`src/rtl/nibble_comp_pkg.sv`:
```
// Shared types and constants for the nibble-serial load-and-compare block:
// FSM state encoding, nibble width and the registered result encoding.
package nibble_comp_pkg;

  localparam int NIB_W = 4;

  typedef enum logic [1:0] {
    ST_IDLE = 2'd0,
    ST_CMP  = 2'd1,
    ST_DONE = 2'd2
  } state_t;

  typedef enum logic [1:0] {
    RES_NONE = 2'd0,
    RES_LT   = 2'd1,
    RES_GT   = 2'd2,
    RES_EQ   = 2'd3
  } res_t;

endpackage

```
`src/rtl/nibble_cmp.sv`:
```
// Single-nibble magnitude comparator. With sgn=1 the nibble is treated as a
// 4-bit two's-complement value, otherwise as unsigned.
module nibble_cmp
  import nibble_comp_pkg::*;
(
  input  logic [NIB_W-1:0] a,
  input  logic [NIB_W-1:0] b,
  input  logic             sgn,
  output logic             lt,
  output logic             gt
);

  logic [NIB_W-1:0] a_k;
  logic [NIB_W-1:0] b_k;

  // Flipping the sign bit maps two's-complement order onto unsigned order.
  always_comb begin
    a_k = {a[NIB_W-1] ^ sgn, a[NIB_W-2:0]};
    b_k = {b[NIB_W-1] ^ sgn, b[NIB_W-2:0]};
    lt  = (a_k < b_k);
    gt  = (a_k > b_k);
  end

endmodule

```
`src/rtl/nibble_load_comp.sv`:
```
// Nibble-serial operand loader and MSB-first comparator.
// Operands A and B are loaded four bits at a time (LSB nibble first). A start
// compares the top nibble on the start edge itself and then walks down one
// nibble per cycle, exiting on the first difference.
// Optional feature: define NIBBLE_COMP_SIGNED_EN to honour sgn (top nibble
// treated as signed); otherwise sgn is ignored and all compares are unsigned.
module nibble_load_comp
  import nibble_comp_pkg::*;
#(
  parameter int WIDTH = 8
) (
  input  logic       clk,
  input  logic       rst_n,
  input  logic [3:0] y,
  input  logic       ld_a,
  input  logic       ld_b,
  input  logic       clr,
  input  logic       start,
  input  logic       sgn,
  output logic       a_full,
  output logic       b_full,
  output logic       busy,
  output logic       done,
  output logic       l,
  output logic       g,
  output logic       e
);

  localparam int NNIB = WIDTH / NIB_W;
  localparam int KW   = $clog2(NNIB);
  localparam int CW   = $clog2(NNIB + 1);

  state_t           state_q, state_d;
  res_t             res_q, res_d;
  logic [KW-1:0]    k_q, k_d;
  logic [WIDTH-1:0] a_q, b_q;
  logic [CW-1:0]    cnt_a_q, cnt_b_q;

  logic             in_cmp;
  logic             ld_a_ok, ld_b_ok, start_ok;
  logic [KW-1:0]    cmp_k;
  logic [NIB_W-1:0] a_nib, b_nib;
  logic             nib_sgn, nib_lt, nib_gt;

  assign in_cmp = (state_q == ST_CMP);
  assign a_full = (cnt_a_q == CW'(NNIB));
  assign b_full = (cnt_b_q == CW'(NNIB));

  // clr outranks loads and start; loads into a full operand are dropped.
  assign ld_a_ok  = ld_a & ~clr & ~in_cmp & ~a_full;
  assign ld_b_ok  = ld_b & ~clr & ~in_cmp & ~b_full;
  assign start_ok = start & ~clr & ~in_cmp & a_full & b_full;

  // On the start edge the top nibble is examined directly; afterwards k walks.
  assign cmp_k = in_cmp ? k_q : KW'(NNIB - 1);

`ifdef NIBBLE_COMP_SIGNED_EN
  logic sgn_q;
  logic sgn_eff;

  // On the start cycle sgn is used live, in CMP the latched copy applies.
  assign sgn_eff = in_cmp ? sgn_q : sgn;
  assign nib_sgn = sgn_eff & (cmp_k == KW'(NNIB - 1));

  // Latch the signedness request together with an accepted start.
  always_ff @(posedge clk or negedge rst_n) begin
    if (!rst_n)        sgn_q <= 1'b0;
    else if (clr)      sgn_q <= 1'b0;
    else if (start_ok) sgn_q <= sgn;
  end
`else
  logic unused_sgn;

  assign unused_sgn = sgn;
  assign nib_sgn    = 1'b0;
`endif

  // Select nibble cmp_k of each operand for the shared comparator.
  always_comb begin
    // NOTE: every combinational output gets a default first so no path leaves it unassigned, which would infer a latch.
    a_nib = '0;
    b_nib = '0;
    for (int i = 0; i < NNIB; i++) begin
      if (cmp_k == KW'(i)) begin
        a_nib = a_q[i*NIB_W +: NIB_W];
        b_nib = b_q[i*NIB_W +: NIB_W];
      end
    end
  end

  nibble_cmp u_nibble_cmp (
    .a   (a_nib),
    .b   (b_nib),
    .sgn (nib_sgn),
    .lt  (nib_lt),
    .gt  (nib_gt)
  );

  // FSM state register plus walking index and result.
  always_ff @(posedge clk or negedge rst_n) begin
    if (!rst_n) begin
      // NOTE: sequential state uses non-blocking assignments so every register samples pre-edge values.
      state_q <= ST_IDLE;
      k_q     <= '0;
      res_q   <= RES_NONE;
    end else begin
      state_q <= state_d;
      k_q     <= k_d;
      res_q   <= res_d;
    end
  end

  // Next-state logic: start handling, MSB-first walk with early exit.
  always_comb begin
    state_d = state_q;
    k_d     = k_q;
    res_d   = res_q;
    if (clr) begin
      state_d = ST_IDLE;
      k_d     = '0;
      res_d   = RES_NONE;
    end else begin
      case (state_q)
        ST_IDLE, ST_DONE: begin
          if (start_ok) begin
            if (nib_lt) begin
              state_d = ST_DONE;
              res_d   = RES_LT;
            end else if (nib_gt) begin
              state_d = ST_DONE;
              res_d   = RES_GT;
            end else begin
              state_d = ST_CMP;
              res_d   = RES_NONE;
              k_d     = KW'(NNIB - 2);
            end
          end else if (ld_a_ok || ld_b_ok) begin
            state_d = ST_IDLE;
            res_d   = RES_NONE;
          end
        end
        ST_CMP: begin
          if (nib_lt) begin
            state_d = ST_DONE;
            res_d   = RES_LT;
          end else if (nib_gt) begin
            state_d = ST_DONE;
            res_d   = RES_GT;
          end else if (k_q == '0) begin
            state_d = ST_DONE;
            res_d   = RES_EQ;
          end else begin
            k_d = k_q - 1'b1;
          end
        end
        default: begin
          state_d = ST_IDLE;
          k_d     = '0;
          res_d   = RES_NONE;
        end
      endcase
    end
  end

  // Operand registers and nibble fill counters.
  always_ff @(posedge clk or negedge rst_n) begin
    if (!rst_n) begin
      a_q     <= '0;
      b_q     <= '0;
      cnt_a_q <= '0;
      cnt_b_q <= '0;
    end else if (clr) begin
      a_q     <= '0;
      b_q     <= '0;
      cnt_a_q <= '0;
      cnt_b_q <= '0;
    end else begin
      for (int i = 0; i < NNIB; i++) begin
        if (ld_a_ok && cnt_a_q == CW'(i)) a_q[i*NIB_W +: NIB_W] <= y;
        if (ld_b_ok && cnt_b_q == CW'(i)) b_q[i*NIB_W +: NIB_W] <= y;
      end
      if (ld_a_ok) cnt_a_q <= cnt_a_q + 1'b1;
      if (ld_b_ok) cnt_b_q <= cnt_b_q + 1'b1;
    end
  end

  assign busy = in_cmp;
  assign done = (state_q == ST_DONE);
  assign l    = done && (res_q == RES_LT);
  assign g    = done && (res_q == RES_GT);
  assign e    = done && (res_q == RES_EQ);

endmodule

```
`config.mk`:
```
export PLATFORM = sky130hd
export DESIGN_NAME = nibble_load_comp
export DESIGN_NICKNAME = d
export VERILOG_FILES = /design/src/rtl/nibble_comp_pkg.sv /design/src/rtl/nibble_cmp.sv /design/src/rtl/nibble_load_comp.sv
export SDC_FILE = /design/constraint.sdc
export NUM_CORES = 1
export LEC_CHECK = 0
export CAP_MARGIN = 20
export CORE_ASPECT_RATIO = 1.5
export CORE_MARGIN = 5
export CORE_UTILIZATION = 48
export DETAILED_ROUTE_END_ITERATION = 8
export PLACE_DENSITY = 0.74
export SYNTH_ARGS = -nofsm -noshare
export SYNTH_HDL_FRONTEND = slang
export SYNTH_SLANG_ARGS = --single-unit
```
`constraint.sdc`:
```
create_clock -name clk -period 1.9 [get_ports clk]
set_clock_uncertainty 0.05 [all_clocks]
set_input_delay 0.19 -clock clk [delete_from_list [all_inputs] [get_ports clk]]
set_output_delay 0.19 -clock clk [all_outputs]
set_load 0.005 [all_outputs]
```
==> key figures <==
Yosys
  – Synth unique cells: 31
  – Yosys warns: 0
  – Mapped Avg Cell Area: 11.4 µm²
  – Yosys reg bits: 24
  – Seq/Total Area, Yosys: 0.454
  – Dominant cells by area after synthesis: dfrtp_1 45%, ha_1 9.5%, mux2_1 6.8%
  – Syn Inst Count: 116
  – Area leader, netlist: dfrtp_1
  – Synthesized area: 1320 µm²
  – Top cell type's share of synthesized area: 0.454
  – Syn Nets: 137

Placement
  – Post-placement cell area: 1620 µm²
  – Post-Place Cells: 180
  – Port bufs: 16
  – RePlAce Congestion: 0.739
  – Detailed Place HPWL: 2040 µm

Global routing
  – First-pass GRT wire length: 4600 µm
  – Pin count of the biggest net entering global routing: 25
  – GR Overflow Total: 0
  – Initial antenna violation count: 0
  – Vias in the first global route: 1032
  – GRT Util Overall: 0.160

CTS
  – CTS tree: yes
  – Clock sink count: 24
  – Clk buf depth: 2
  – Clock latency on the worst-skew pair: 0.27 ns
  – Hold-fix buffers, CTS: 0
  – Clk root buf: clkbuf_8
  – H-tree depth: 1
  – Clock transition at the registers of the reported paths: 0.09 ns
  – Cts bufs inserted: 3

Timing
  – Post-route minimum period: 2.00 ns
  – Max frequency: 0.501 GHz
  – RSZ-0062 raised after global routing: true
  – Final setup margin: -0.0963 ns
  – Rel. slew slack: 0.695
  – Endpoints failing setup: 2
  – Final hold violation count: 0
  – Final period utilization: 1.05
  – Slew Viols, Final: 0
  – Worst-margin pin slew: 0.457 ns

Floorplan
  – DIE HEIGHT: 74.3 µm
  – Core ar.: 2680 µm²
  – IO Count: 18
  – Placement Rows: 23
  – Die width: 52.9 µm
  – Die ar.: 3930 µm²
  – Starting density of the core: 0.494

Final layout
  – Share of cells above drive strength 1: 0.298
  – Area growth syn-to-layout: 34.5%
  – Antenna diodes: 0
  – Post-Layout Cell Count: 188
  – Final #Nets: 173
  – Final design instance area without fill: 1780 µm²
  – FILL cells: 213

Setup path
  – Worst EP required: 2.00 ns
  – Worst-path fanout max: 6
  – Worst setup SP type: register
  – Worst setup path category: register to register
  – Crit-path cells: nand2b_4 -> mux2i_4 -> ha_4 -> a21oi_2 -> nand2_1 -> a21o_1 -> a32o_1
  – Critical path buffer and inverter count: 0
  – Critical Path Sink Type: register
  – Crit-path leading delay family: compound AO/OA/AOI/OAI gates
  – FF-to-FF setup slack: -0.1 ns
  – Slowest-stage cell, CP: dfrtp_1
  – Worst r2r src: state_q[1]
  – Critical path arrival: 2.10 ns
  – CP peak stage delay: 0.39 ns
  – Worst R2R End: res_q[1]
  – R2R depth: 7

Routing
  – DR pass1 iterations: 4
  – Met2 wire length: 1580 µm
  – Number of vias per cell: 5.20
  – Total number of vias: 978
  – Initial drt markers: 11
  – Avg WL per Cell: 15.1 µm
  – Final antenna-violating net count: 0
  – DR top layer: met4
  – Remaining DRCs: 0
  – DRT Wirelength: 2840 µm
  – WL met3: 78 µm
  – DRT met1 WL: 1150 µm

Run
  – Max-Cap Viols: 0

Status
  – Status: complete, but fails checks
  – Violated checks: setup timing

Power
  – Maximum vdd drop: 0.000742 V
  – Static Leak: 0.929 nW
  – Pwr/cell area: 724 nW/µm²

Hold path
  – Worst hold path type: input pin to async pin
## synth_stat cells
library cell	number
o21ai_0	2
xnor2_1	2
dfrtp_1	24
nand2b_2	1
nand3b_1	1
nand4_1	1
nand2b_1	2
ha_1	10
o22a_1	1
a21oi_1	3
clkbuf_1	1
nor3b_1	1
o21bai_1	1
a21o_1	1
mux2_1	8
mux2i_1	6
nor3b_4	2
mux2_2	8
nand3_1	1
inv_1	4
nand2_1	15
and3b_1	1
a32o_1	1
inv_4	1
a21oi_2	2
a22o_1	2
buf_2	1
nor3_1	1
nor2_1	6
nor2b_1	5
and3_1	1
## layout by cell type (no fill, tap or decap), drive strengths merged
cell type | Yosys | layout
a32o | 1 | 1
o22a | 1 | 1
nand3b | 1 | 1
and3 | 1 | 1
mux2i | 6 | 6
a21o | 1 | 1
o21bai | 1 | 1
dfrtp | 24 | 24
clkdlybuf4s50 | 0 | 11
a21oi | 5 | 5
nor3 | 1 | 1
o21ai | 2 | 2
nand4 | 1 | 1
mux2 | 16 | 16
nor2b | 5 | 5
nor2 | 6 | 6
nor3b | 3 | 3
dlymetal6s2s | 0 | 4
nand3 | 1 | 1
a22o | 2 | 2
xnor2 | 2 | 2
clkbuf | 1 | 4
inv | 5 | 5
and3b | 1 | 1
nand2 | 15 | 15
buf | 1 | 17
nand2b | 3 | 4
ha | 10 | 10
## final cells by class
class | count | area (µm²) | area share
Clock buffer | 4 | 55.1 | 0.0309
Inverter | 5 | 21.3 | 0.0120
Multi-Input combinational cell | 86 | 768 | 0.432
Sequential cell | 24 | 601 | 0.338
Tap cell | 37 | 46.3 | 0.0260
Timing Repair Buffer | 32 | 288 | 0.162
## kinds of logic after synthesis
family | count (synthesis) | synth area share
xor+xnor | 2 | 0.0132
flops | 24 | 0.454
simple gates | 38 | 0.163
buf+inv | 7 | 0.0227
fa+ha+maj | 10 | 0.0946
compound gates | 13 | 0.0710
mux | 22 | 0.182
## state kept, by name (all words and copies together) (netlist names)
signal / flops
a_q: 8
res_q: 2
b_q: 8
cnt_b_q: 2
cnt_a_q: 2
state_q: 2
## through the flow
stage / hold WS (ns) / setup WS [ns] / utilization / power, mW / TNS [ns]
floorplan: -0.156 / 0.0246 / - / 0.788 / 0
global placement: 0.425 / 0.00962 / 0.606 / 0.900 / 0
detailed placement: 0.431 / -0.0507 / 0.606 / 0.916 / -0.0626
CTS: 0.230 / -0.0325 / 0.641 / 1.27 / -0.0325
global route: 0.252 / -0.156 / 0.665 / 1.35 / -0.381
finish: 0.219 / -0.0963 / 0.665 / 1.29 / -0.155
## what timing repair did
item / 4_1_cts / 5_1_grt
endpoints found under the hold margin: 0 / 0
pin swaps: 6 / 9
endpoints found under the setup margin: 5 / 8
cloned: 1 / 0
gates resized for setup: 3 / 15
buffers inserted: 2 / 2
## routing by layer
metal / track usage / up-vias
li1: - / 478
met1: 0.177 / 484
met2: 0.298 / 12
met3: 0.0281 / 4
met4: 0.0540 / 0
met5: 0 / -
## worst max-delay path by stage
stage / slack (ns) / end / cells past startpoint / startpoint
finish: -0.1 / res_q[1] / 7 / state_q[1]
floorplan: 0.02 / res_q[1] / 9 / state_q[1]
global placement: 0.01 / res_q[1] / 9 / state_q[0]
detailed placement: -0.05 / res_q[1] / 7 / state_q[0]
CTS: -0.03 / res_q[1] / 7 / state_q[1]
global route: -0.16 / res_q[1] / 7 / state_q[1]
## power by group
part           internal, mW  switching, mW  total [mW]
clock network         0.185          0.160       0.345
logic                 0.191          0.158       0.349
registers             0.560         0.0333       0.594
No activity file was read; power rests on OpenSTA's default activity.
